<file path="src/rtl/mux4_rr_arbiter_if.sv">
// Bundle between the four requesting control units and the shared operand mux/arbiter.
// The master side drives requests and operands; the slave side returns grant, select and the muxed operand.
interface mux4_rr_arbiter_if #(
    parameter int WIDTH = 5
);
    logic [3:0]         req;
    logic [4*WIDTH-1:0] din;
    logic [3:0]         gnt;
    logic [1:0]         sel;
    logic [WIDTH-1:0]   dout;
    logic               valid;
    logic               expired;

    modport master (
        output req, din,
        input  gnt, sel, dout, valid, expired
    );

    modport slave (
        input  req, din,
        output gnt, sel, dout, valid, expired
    );
endinterface

</file>
<file path="src/rtl/mux4_rr_arbiter.sv">
// Round-robin arbiter owning one 4:1 operand mux: grants one requester at a time,
// holds the select in a register and optionally revokes grants after HOLD_MAX cycles.
module mux4_rr_arbiter #(
    parameter int WIDTH    = 5,
    parameter int HOLD_MAX = 4,
    parameter int CNT_W    = 3
) (
    input logic               clk,
    input logic               rst,
    mux4_rr_arbiter_if.slave  bus
);
    typedef enum logic {IDLE, OWN} state_t;

    localparam int                HOLD_LAST_I = (HOLD_MAX == 0) ? 0 : HOLD_MAX - 1;
    localparam logic [CNT_W-1:0]  HOLD_LAST   = CNT_W'(HOLD_LAST_I);
    localparam logic [CNT_W-1:0]  CNT_MAX     = '1;
    localparam bit                HOLD_EN     = (HOLD_MAX != 0);

    state_t           state_q, state_d;
    logic [3:0]       gnt_q, gnt_d;
    logic [1:0]       sel_q, sel_d;
    logic [1:0]       ptr_q, ptr_d;
    logic [CNT_W-1:0] cnt_q, cnt_d;
    logic             expired_q, expired_d;

    logic [1:0]       winner;
    logic [WIDTH-1:0] slice [4];

    generate
        for (genvar gi = 0; gi < 4; gi++) begin : g_slice
            assign slice[gi] = bus.din[gi*WIDTH +: WIDTH];
        end
    endgenerate

    // Scan from the highest offset down so the lowest offset from ptr wins.
    always_comb begin
        winner = ptr_q;
        for (int k = 3; k >= 0; k--) begin
            if (bus.req[ptr_q + 2'(k)]) begin
                winner = ptr_q + 2'(k);
            end
        end
    end

    always_comb begin
        state_d   = state_q;
        gnt_d     = gnt_q;
        sel_d     = sel_q;
        ptr_d     = ptr_q;
        cnt_d     = cnt_q;
        expired_d = 1'b0;
        case (state_q)
            IDLE: begin
                gnt_d = 4'b0000;
                if (|bus.req) begin
                    gnt_d   = 4'b0001 << winner;
                    sel_d   = winner;
                    cnt_d   = '0;
                    state_d = OWN;
                end
            end
            OWN: begin
                cnt_d = (cnt_q == CNT_MAX) ? cnt_q : cnt_q + 1'b1;
                if (!bus.req[sel_q] || (HOLD_EN && cnt_q == HOLD_LAST)) begin
                    gnt_d     = 4'b0000;
                    ptr_d     = sel_q + 2'd1;
                    state_d   = IDLE;
                    expired_d = bus.req[sel_q];
                end
            end
            default: begin
                state_d = IDLE;
                gnt_d   = 4'b0000;
            end
        endcase
    end

    always_ff @(posedge clk or posedge rst) begin
        if (rst) begin
            state_q   <= IDLE;
            gnt_q     <= 4'b0000;
            sel_q     <= 2'd0;
            ptr_q     <= 2'd0;
            cnt_q     <= '0;
            expired_q <= 1'b0;
        end else begin
            state_q   <= state_d;
            gnt_q     <= gnt_d;
            sel_q     <= sel_d;
            ptr_q     <= ptr_d;
            cnt_q     <= cnt_d;
            expired_q <= expired_d;
        end
    end

    assign bus.gnt     = gnt_q;
    assign bus.sel     = sel_q;
    assign bus.valid   = |gnt_q;
    assign bus.expired = expired_q;
    assign bus.dout    = slice[sel_q];
endmodule

</file>
<file path="src/flat_wrapper.sv">
// flat-port wrapper written by rule: the top's interface ports become plain ports
module mux4_rr_arbiter_flat 
#(
    parameter int WIDTH    = 5,
    parameter int HOLD_MAX = 4,
    parameter int CNT_W    = 3
)
  (clk, rst, bus_req, bus_din, bus_gnt, bus_sel, bus_dout, bus_valid, bus_expired);
  mux4_rr_arbiter_if #(.WIDTH(WIDTH)) bus_i ();
  input logic clk;
  input logic rst;
  input wire logic [$bits(bus_i.req)-1:0] bus_req;
  input wire logic [$bits(bus_i.din)-1:0] bus_din;
  output wire logic [$bits(bus_i.gnt)-1:0] bus_gnt;
  output wire logic [$bits(bus_i.sel)-1:0] bus_sel;
  output wire logic [$bits(bus_i.dout)-1:0] bus_dout;
  output wire logic [$bits(bus_i.valid)-1:0] bus_valid;
  output wire logic [$bits(bus_i.expired)-1:0] bus_expired;
  assign bus_i.req = bus_req;
  assign bus_i.din = bus_din;
  assign bus_gnt = bus_i.gnt;
  assign bus_sel = bus_i.sel;
  assign bus_dout = bus_i.dout;
  assign bus_valid = bus_i.valid;
  assign bus_expired = bus_i.expired;
  mux4_rr_arbiter #(.WIDTH(WIDTH), .HOLD_MAX(HOLD_MAX), .CNT_W(CNT_W)) u_core (.clk(clk), .rst(rst), .bus(bus_i));
endmodule
</file>
<file path="config.mk">
export PLATFORM = sky130hd
export DESIGN_NAME = mux4_rr_arbiter_flat
export DESIGN_NICKNAME = d
export VERILOG_FILES = /design/src/rtl/mux4_rr_arbiter_if.sv /design/src/rtl/mux4_rr_arbiter.sv /design/src/flat_wrapper.sv
export SDC_FILE = /design/constraint.sdc
export NUM_CORES = 1
export LEC_CHECK = 0
export BUFFER_PORTS_ARGS = -buffer_cell sky130_fd_sc_hd__buf_2
export CAP_MARGIN = 20
export CELL_PAD_IN_SITES_DETAIL_PLACEMENT = 1
export CELL_PAD_IN_SITES_GLOBAL_PLACEMENT = 2
export CORE_MARGIN = 10
export CORE_UTILIZATION = 24
export CTS_CLUSTER_SIZE = 30
export DETAILED_ROUTE_END_ITERATION = 10
export PLACE_DENSITY_LB_ADDON = 0.1
export SETUP_SLACK_MARGIN = 0.15
export SYNTH_ARGS = -nofsm -noshare
export SYNTH_HDL_FRONTEND = slang
export SYNTH_SLANG_ARGS = --single-unit
</file>
<file path="constraint.sdc">
create_clock -name clk -period 1.6 [get_ports clk]
set_clock_uncertainty 0.1 [all_clocks]
set_input_delay 0.32 -clock clk [delete_from_list [all_inputs] [get_ports clk]]
set_output_delay 0.32 -clock clk [all_outputs]
set_load 0.05 [all_outputs]
</file>
Word level (Yosys, flattened, before mapping)
Index checks and enable logic that the tools add are counted.
{ "totals": {"ff_bits": 13, "inputBits": 26, "out_inout_bits": 13, "wordCells": 60} }
{ "classes": {"n_addsub": 5, "order_cmp": 6, "n_eq_ne": 5, "shifts": 1, "n_mux": 28, "bitwise_logic": 2, "reduce_logical": 7} }
{ "ops": {"columns": ["operator", "count"], "rows": [
  ["2-bit by 3-bit less-than comparator with 1-bit output, second input constant", 5],
  ["1-bit binary-select mux with 2-bit select", 5],
  ["5-bit binary-select mux with 2-bit select", 1],
  ["5-bit two-way mux", 2],
  ["1-bit two-way mux", 9],
  ["2-bit two-way mux", 4],
  ["4-bit two-way mux", 2],
  ["4-bit case mux with 2 select lines", 1],
  ["4-bit OR reduction", 2],
  ["3-bit two-way mux", 2],
  ["3-bit case mux with 2 select lines", 1],
  ["2-bit AND reduction", 3],
  ["2-bit by 1-bit adder with 2-bit output, second input constant", 2],
  ["2-bit adder, second input constant", 2],
  ["2-bit inequality test, second input constant", 2],
  ["1-bit by 2-bit << shifter with 4-bit output, first input constant", 1],
  ["3-bit by 1-bit adder with 3-bit output, second input constant", 1],
  ["3-bit by 2-bit == test with 1-bit output, second input constant", 1],
  ["3-bit == test, second input constant", 1],
  ["3-bit greater-or-equal comparator, second input constant", 1],
  ["2-bit NOT with 3-bit output", 1],
  ["2-bit by 1-bit inequality test with 1-bit output, second input constant", 1],
  ["1-bit case mux with 2 select lines", 1],
  ["1-bit logical NOT", 1],
  ["2 further kinds", 2]
]} }

Logic depth before layout (Yosys ltp)
Gate-level depths: netlist of run 1.
{ "depth": {"ltp_word": 10, "ltp_mapped": 6, "ltp_nobuf": 6} }

Worst setup path after synthesis of run 1
No wires, ideal clock.
{ "synth_path": {"kind": "register to output", "start": "register u_core.sel_q[0] (netlist: u_core.bus.sel[0])", "end": "output bus_dout[0]", "t_arrival_ns": 1.719, "required_ns": 1.180, "path_slack_ns": -0.539, "stages_incl_launch_ff": 3, "n_path_buf": 1, "path_cell_list": "dfrtp_1 buf_2 mux4_1"} }
{ "synth_via": {"elab_chain_len": 4} }
{ "synth_rtl": {"columns": ["item", "line_no", "text"], "rows": [
  ["start, declared", "mux4_rr_arbiter.sv:21", "logic [1:0] sel_q, sel_d;"],
  ["start signal, assigned", "mux4_rr_arbiter.sv:89", "sel_q <= sel_d;"],
  ["2-bit NOT with 3-bit output (not written as such)", "mux4_rr_arbiter.sv:100", "assign bus.dout = slice[sel_q];"],
  ["5-bit binary-select mux with 2-bit select", "mux4_rr_arbiter.sv:100", null],
  ["5-bit two-way mux (not written as such) (2 in a row)", "mux4_rr_arbiter.sv:100", null],
  ["end, declared", "flat_wrapper.sv:16", "output wire logic [$bits(bus_i.dout)-1:0] bus_dout;"]
]} }
Every way passes these cells. The select of a mux whose other input is x is not followed.

Worst setup path after layout of run 1
Ends and elaborated chain as after synthesis.

==> results of run 1 <==
==> routing by layer <==
metal	share of wire [%]	global-route usage [%]	up-vias
met1	44	10.6	387
met5	0	0	-
li1	-	-	382
met2	47	12.1	19
met4	0.69	2.15	0
met3	7.9	3.83	2
==> worst paths after layout <==
| path | slack, ns | cells past startpoint | endpoint |
|---|---|---|---|
| worst max register to register | -0.19 | 7 | u_core.bus.gnt[3]$_DFFE_PP0P_ |
| min in group asynchronous | 0.52 | 3 | u_core.ptr_q[0]$_DFFE_PP0P_ |
| worst max-delay path | -0.31 | 2 | bus_dout[0] |
| max in group asynchronous | 0.50 | 3 | u_core.bus.gnt[2]$_DFFE_PP0P_ |
| worst min-delay path | 0.41 | 1 | u_core.cnt_q[0]$_DFFE_PP0P_ |
| worst min register to register | 0.41 | 1 | u_core.cnt_q[0]$_DFFE_PP0P_ |
==> per-stage QoR <==
step                area, um2  power (uW)  setup WS, ns  TNS [ns]  utilization, %
finish                   1330        3180        -0.308     -2.71            40.0
global route             1330        3390        -0.382     -3.76            40.0
CTS                      1290        3130        -0.330     -2.99            38.8
detailed placement       1140        2500       -0.0544    -0.365            34.1
global placement         1140        2490       -0.0529    -0.250            34.1
floorplan                 831        1990        -0.179     -1.65               -
==> flip-flops by register name, summed over array words and instances, names as in the netlist <==
register and cells:
u_core.bus.sel 2, u_core.ptr_q 2, u_core.state_q 1, u_core.bus.gnt 4
u_core.cnt_q 3, u_core.bus.expired 1
==> where the power goes <==
part	internal [uW]	switching (uW)
clock network	92.9	125
logic	1060	1260
registers	491	156
==> worst max-delay path, stage by stage, from the launching register on <==
cell	delay, ns
sky130_fd_sc_hd__dfrtp_2	0.49
sky130_fd_sc_hd__mux4_2	0.54
sky130_fd_sc_hd__buf_6	0.17
==> placed cells by master, fill, tap and decap left out, drive strengths merged, types with 2 or more instances in the layout <==
cell,instances
buf,53
dfrtp,13
mux4,6
o21ai,6
inv,5
nor2,5
nor2b,4
o31ai,3
nand3,3
clkbuf,3
ha,3
a21oi,2
or3,2
a21o,2
a21boi,2
nand2,2
==> logic make-up (layout without fill, tap and decap cells) <==
kind of cell	count (synthesis)	in the layout	share of synthesized area, %
AO/OA/AOI/OAI	20	20	17.0
adder cells (fa/ha/maj)	3	3	4.50
multiplexers	8	8	21.0
XOR/XNOR	1	1	1.05
buffers and inverters	7	63	4.20
AND/OR/NAND/NOR	20	20	13.2
flip-flops	13	13	39.0
==> Yosys cell counts, drive strengths merged <==
cell     number  area share [%]
ha            3             4.5
a32o          1             1.2
a22o          1             1.1
a21boi        2             2.3
o21ai         6             3.6
o21ba         1             1.2
nor2b         4             3.0
mux2          1             1.4
o21a          1            0.90
buf           2             2.0
nand2b        1            0.75
dfrtp        13              39
or4           1            0.90
inv           5             2.3
nand2         2             1.2
mux2i         1             1.2
a21o          2             1.8
nand4         1            0.75
o2bb2ai       1             1.1
or3           2             1.5
nor4          1            0.75
o31ai         3             2.7
mux4          6              18
nor2          5             2.6
xnor2         1             1.1
nand3         3             1.8
a21oi         2             1.2
==> cell type report <==
type	instances	area (um2)	share of cell area (%)
Clock inverter	1	5.00	0.375
Timing Repair Buffer	54	404	30.3
Clock buffer	3	22.5	1.69
Sequential cell	13	332	24.9
Multi-Input combinational cell	52	494	37.1
Tap cell	46	57.6	4.32
Inverter	5	18.8	1.41
==> timing repair <==
action / CTS / global route
hold buffers: 1 / 0
endpoints found under the hold margin: 13 / 0
pin swaps: 5 / 2
setup endpoints to repair: 19 / 24
resized for setup: 27 / 11
setup buffers: 4 / 0
==> load_flow_metrics.sql, run 1 <==
INSERT INTO impl_metrics (metric_group, metric, value, unit) VALUES
('timing', 'layout_worst_path_cycle_share', '119', '%'),
('global_route', 'grt_max_degree', '14', ''),
('yosys', 'ys_warn_count', '0', ''),
('worst_setup_path', 'timing.critical_path.from_type', 'flip-flop', ''),
('global_route', 'global_route_wire_length_before_repair', '4150', 'um'),
('finish', 'nets', '158', ''),
('finish', 'n_antenna_cell', '0', ''),
('die', 'design.core.area', '0.00334', 'mm2'),
('yosys', 'ys_seq_area_share', '39.0', '%'),
('finish', 'layoutNonFillerInstCount', '174', ''),
('status', 'failed_checks', 'negative setup slack', ''),
('finish', 'fillerInstances', '404', ''),
('worst_hold_path', 'worstHoldPathType', 'flip-flop to flip-flop', ''),
('drt', 'detailedRoute.firstPassIterationCount', '4', ''),
('yosys', 'ff_latch_count_synth', '13', ''),
('timing', 'final_period_minus_worst_setup_slack', '1.91', 'ns'),
('global_route', 'vias_in_the_first_global_route', '819', ''),
('timing', 'rsz_0062_raised_after_global_routing', 'yes', ''),
('die', 'number_of_placed_i_o_pins', '39', ''),
('yosys', 'synth_area', '833', 'um2'),
('worst_setup_path', 'worstPathRequired', '1.18', 'ns'),
('yosys', 'synth_cell_types', '33', ''),
('timing', 'postLayoutSetupSlackWorst', '-0.308', 'ns'),
('drt', 'drt-vias-per-instance', '4.54', ''),
('timing', 'fmax', '524', 'MHz'),
('drt', 'route.vias.total', '790', ''),
('drt', 'routed_wirelength', '2610', 'um'),
('global_route', 'grt_usage', '8.22', '%'),
('timing', 'tightest_slew', '0.539', 'ns'),
('placement', 'numPlacedInstances', '165', ''),
('worst_setup_path', 'crit_fanout', '7', ''),
('worst_setup_path', 'timing_worst_setup_path_type', 'flip-flop to output port', ''),
('clock_tree', 'h_tree_lvl_count', '1', ''),
('clock_tree', 'worst_setup_hold_path_clk_slew', '0.09', 'ns'),
('die', 'floorplan.die.height', '78.9', 'um'),
('worst_setup_path', 'crit_path_start', 'u_core.bus.sel[0]$_DFFE_PP0P_', ''),
('placement', 'post_detail_place_hpwl', '2050', 'um'),
('global_route', 'gr-total-overflow', '0', ''),
('clock_tree', 'cts.root.buffer_cell', 'sky130_fd_sc_hd__clkbuf_4', ''),
('placement', 'io_buffers', '38', ''),
('global_route', 'grt_antenna_before_repair', '0', ''),
('worst_setup_path', 'timing.rr.start', 'u_core.bus.sel[0]$_DFFE_PP0P_', ''),
('status', 'status', 'finished, violations left', ''),
('timing', 'timing.final.setup_violations', '14', ''),
('yosys', 'synth.avg_cell_area', '11.6', 'um2'),
('placement', 'gp_routability_congestion', '0.728', ''),
('die', 'rows', '21', ''),
('finish', 'syn2layout_area_growth', '60.1', '%'),
('clock_tree', 'cts_tree', 'built', ''),
('clock_tree', 'clock_latency_on_the_worst_skew_pair', '0.28', 'ns'),
('worst_setup_path', 'worstSetupEndpointType', 'output port', ''),
('worst_setup_path', 'worstPathArrival', '1.49', 'ns'),
('yosys', 'synthesis.nets', '101', ''),
('yosys', 'postSynthCellCount', '72', ''),
('pwr', 'power.density', '2390', 'mW/mm2'),
('finish', 'drive_gt1_share', '60.2', '%'),
('timing', 'timing.final.max_slew_violations', '0', ''),
('clock_tree', 'cts-buffers-inserted', '3', ''),
('clock_tree', 'cts_sinks', '13', ''),
('timing', 'worst_case_headroom_to_the_max_slew_limit', '64.0', '%'),
('die', 'die-area', '0.00623', 'mm2'),
('pwr', 'total_leakage_power', '0.000643', 'uW'),
('worst_hold_path', 'min-delay-start', 'u_core.cnt_q[0]$_DFFE_PP0P_', ''),
('timing', 'hold_viol', '0', ''),
('drt', 'avgRoutedWirePerCell', '15.0', 'um'),
('pwr', 'power.ir.vdd_worst', '1910', 'uV'),
('drt', 'detail_route.iter0.violations', '27', ''),
('drt', 'drc_violation_count_after_routing', '0', ''),
('clock_tree', 'clk_path_buf_depth', '2', ''),
('run', 'drv.max_cap_violation_count', '0', ''),
('die', 'chipWidth', '78.9', 'um'),
('die', 'floorplan.initialDensity', '25.0', '%'),
('drt', 'detail_route_antenna_nets', '0', ''),
('timing', 'holdWs', '0.415', 'ns');
Note: power is estimated with default switching activity, not from simulation.
==> inputs of run 2 (changes only) <==
--- a/config.mk
+++ b/config.mk
@@ -9,6 +9,7 @@
 export CAP_MARGIN = 20
 export CELL_PAD_IN_SITES_DETAIL_PLACEMENT = 1
 export CELL_PAD_IN_SITES_GLOBAL_PLACEMENT = 2
+export CORE_ASPECT_RATIO = 1.25
 export CORE_MARGIN = 10
 export CORE_UTILIZATION = 24
 export CTS_CLUSTER_SIZE = 30
==> run 2 against run 1 <==
Against the previous run:
- the run still ends with negative setup slack left
- sequential power shrank 2%
- flip-flop and latch count did not move
- combinational power decreased by 8%
- register-to-register slack improved by 0.08 ns
- hold slack got worse by 0.41 ns
- non-clock buffer count fell by 4
- power shrank 3.7%
- first-iteration DRC count decreased by 26%
- design area decreased by 4.4%
- core utilization is 1.1 points lower
- critical endpoint is now bus_dout[4]
==> load_flow_metrics.sql, run 2 (synthesis gave the netlist of run 1 again) <==
INSERT INTO impl_metrics (metric_group, metric, value, unit) VALUES
('pwr', 'power.density', '2400', 'mW/mm2'),
('timing', 'tightest_slew', '0.530', 'ns'),
('worst_setup_path', 'r2r_cells', '6', ''),
('worst_setup_path', 'worstPathRequired', '1.18', 'ns'),
('worst_setup_path', 'worstSetupEndpointType', 'output port', ''),
('timing', 'postLayoutSetupSlackWorst', '-0.260', 'ns'),
('worst_setup_path', 'timing_worst_setup_path_type', 'flip-flop to output port', ''),
('worst_setup_path', 'cp_num_buf_inv', '1', ''),
('die', 'die-area', '0.00624', 'mm2'),
('clock_tree', 'cts_sinks', '13', ''),
('global_route', 'grt_antenna_before_repair', '0', ''),
('die', 'chipWidth', '72.7', 'um'),
('worst_setup_path', 'crit_path_max_incr_delay', '0.55', 'ns'),
('placement', 'setup_slack_after_placement', '-0.0514', 'ns'),
('clock_tree', 'cts_tree', 'built', ''),
('finish', 'fillerInstances', '396', ''),
('global_route', 'vias_in_the_first_global_route', '906', ''),
('worst_setup_path', 'worstPathArrival', '1.44', 'ns'),
('drt', 'route.vias.total', '787', ''),
('worst_setup_path', 'timing.rr.start', 'u_core.bus.sel[0]$_DFFE_PP0P_', ''),
('die', 'floorplan.die.height', '85.9', 'um'),
('worst_setup_path', 'cpLargestDelayFamily', 'multiplexers', ''),
('drt', 'detailedRoute.firstPassIterationCount', '4', ''),
('clock_tree', 'number_of_buffers_inserted_for_hold_repair_after_clock_tree_synthesis', '0', ''),
('finish', 'finish.instance_area', '0.00127', 'mm2'),
('finish', 'nets', '154', ''),
('timing', 'hold_viol', '0', ''),
('run', 'drv.max_cap_violation_count', '0', ''),
('clock_tree', 'worst_setup_hold_path_clk_slew', '0.06', 'ns'),
('drt', 'detail_route.iter0.violations', '20', ''),
('drt', 'drt-vias-per-instance', '4.89', ''),
('finish', 'n_antenna_cell', '0', ''),
('clock_tree', 'cts-buffers-inserted', '3', ''),
('placement', 'gp_routability_congestion', '0.728', ''),
('timing', 'worst_case_headroom_to_the_max_slew_limit', '64.7', '%'),
('clock_tree', 'clock_latency_on_the_worst_skew_pair', '0.24', 'ns'),
('placement', 'io_buffers', '38', ''),
('pwr', 'total_leakage_power', '0.000620', 'uW'),
('worst_setup_path', 'worst_path_max_delay_cell', 'sky130_fd_sc_hd__mux4_2', ''),
('timing', 'layout_worst_path_cycle_share', '116', '%'),
('finish', 'drive_gt1_share', '61.3', '%'),
('die', 'design.core.area', '0.00328', 'mm2'),
('worst_setup_path', 'worst_r2r_end', 'u_core.bus.gnt[3]$_DFFE_PP0P_', ''),
('worst_setup_path', 'rrSetupSlack', '-0.11', 'ns'),
('placement', 'post_detail_place_hpwl', '2190', 'um'),
('die', 'number_of_placed_i_o_pins', '39', ''),
('status', 'status', 'finished, violations left', ''),
('finish', 'layout.cells.most_common', 'sky130_fd_sc_hd__buf_2', ''),
('worst_setup_path', 'crit_fanout', '7', ''),
('global_route', 'grt_max_degree', '14', ''),
('placement', 'postPlaceCellArea', '0.00113', 'mm2'),
('status', 'failed_checks', 'negative setup slack', ''),
('global_route', 'grt_usage', '8.71', '%'),
('worst_setup_path', 'timing.critical_path.from_type', 'flip-flop', ''),
('clock_tree', 'clk_path_buf_depth', '2', ''),
('timing', 'timing.final.max_slew_violations', '0', ''),
('clock_tree', 'h_tree_lvl_count', '1', ''),
('timing', 'fmax', '538', 'MHz'),
('drt', 'detail_route_antenna_nets', '0', ''),
('clock_tree', 'cts.root.buffer_cell', 'sky130_fd_sc_hd__clkbuf_8', ''),
('finish', 'largest_register_ff_count', '4', ''),
('drt', 'drc_violation_count_after_routing', '0', ''),
('die', 'floorplan.initialDensity', '25.4', '%'),
('die', 'rows', '23', ''),
('worst_setup_path', 'crit_chain', 'mux4_2, buf_6', ''),
('timing', 'timing.final.setup_violations', '11', ''),
('finish', 'layout.cells.most_common_list', 'sky130_fd_sc_hd__buf_2, sky130_fd_sc_hd__buf_4, sky130_fd_sc_hd__buf_6, sky130_fd_sc_hd__dfrtp_1, sky130_fd_sc_hd__mux4_2', ''),
('worst_hold_path', 'worstHoldPathType', 'primary input to asynchronous set/reset pin', ''),
('global_route', 'global_route_wire_length_before_repair', '4480', 'um'),
('finish', 'syn2layout_area_growth', '53.0', '%'),
('timing', 'rsz_0062_raised_after_global_routing', 'yes', ''),
('pwr', 'power.ir.vdd_worst', '976', 'uV'),
('timing', 'final_period_minus_worst_setup_slack', '1.86', 'ns'),
('global_route', 'gr-total-overflow', '0', ''),
('drt', 'routed_wirelength', '2710', 'um'),
('drt', 'avgRoutedWirePerCell', '16.8', 'um');
==> run 2: changes by cell type in the layout (fill, tap and decap cells not counted), sizes merged <==
cell         previous run  this run
buf                    53        50
clkbuf                  3         4
clkinv                  1         0
dlygate4sd3             1         0
==> run 2: how the worst max path moves through the flow <==
| stage | cells past startpoint | from | endpoint |
|---|---|---|---|
| 5_1_grt | 2 | u_core.bus.sel[0]$_DFFE_PP0P_ | bus_dout[4] |
| 3_3_place_gp | 2 | u_core.bus.sel[0]$_DFFE_PP0P_ | bus_dout[1] |
| 6_report | 2 | u_core.bus.sel[0]$_DFFE_PP0P_ | bus_dout[4] |
| 2_1_floorplan | 2 | u_core.bus.sel[0]$_DFFE_PP0P_ | bus_dout[0] |
| 3_5_place_dp | 5 | bus_req[2] | u_core.bus.gnt[2]$_DFFE_PP0P_ |
| 4_1_cts | 2 | u_core.bus.sel[0]$_DFFE_PP0P_ | bus_dout[1] |
==> run 2: worst register-to-register path: stages, from the launching register on <==
cell                      delay (ns)
sky130_fd_sc_hd__dfrtp_2        0.48
sky130_fd_sc_hd__buf_4          0.16
sky130_fd_sc_hd__buf_6          0.11
sky130_fd_sc_hd__mux4_2         0.36
sky130_fd_sc_hd__nand2_2        0.11
sky130_fd_sc_hd__nor2_2         0.05
sky130_fd_sc_hd__a22o_1         0.22
==> run 2: per-stage QoR <==
stage               std cells  power, uW  util, %  hold WS, ns  setup TNS, ns
floorplan                  72       1990        -       0.0966          -1.65
global placement          156       2490     34.4        0.278         -0.231
detailed placement        156       2510     34.4        0.294         -0.300
CTS                       160       3050     37.7       0.0332          -1.57
global route              161       3280     38.9       0.0705          -2.79
finish                    161       3070     38.9      0.00742          -1.79
==> run 2: what timing repair did <==
item	CTS	global route
pin swaps	4	2
endpoints found under the setup margin	17	21
endpoints found under the hold margin	0	0
resized for setup	19	8
setup buffers	0	1
==> run 2: power breakdown <==
part,switching (uW),leakage (uW),internal (uW),total [uW]
registers,142,0.000156,493,635
logic,1230,0.000442,907,2140
clock network,117,0.0000228,176,293
total,1490,0.000620,1580,3070
==> run 2: layer usage <==
| layer | track usage (%) | up-vias | part of all wire (%) | routed length, um |
|---|---|---|---|---|
| li1 | - | 374 | - | - |
| met1 | 10.3 | 391 | 41 | 1120 |
| met4 | 2.08 | 0 | 0.66 | 18 |
| met5 | 0 | - | 0 | 0 |
| met2 | 15.2 | 20 | 54 | 1470 |
| met3 | 2.08 | 2 | 4.0 | 107 |
==> run 2: cell type report <==
type,instances,area [um2],area share (%)
clock buffers,4,45.0,3.53
inverters,5,18.8,1.47
multi-input cells,52,502,39.4
flip-flops and latches,13,332,26.0
well taps,37,46.3,3.63
repair buffers,50,332,26.0
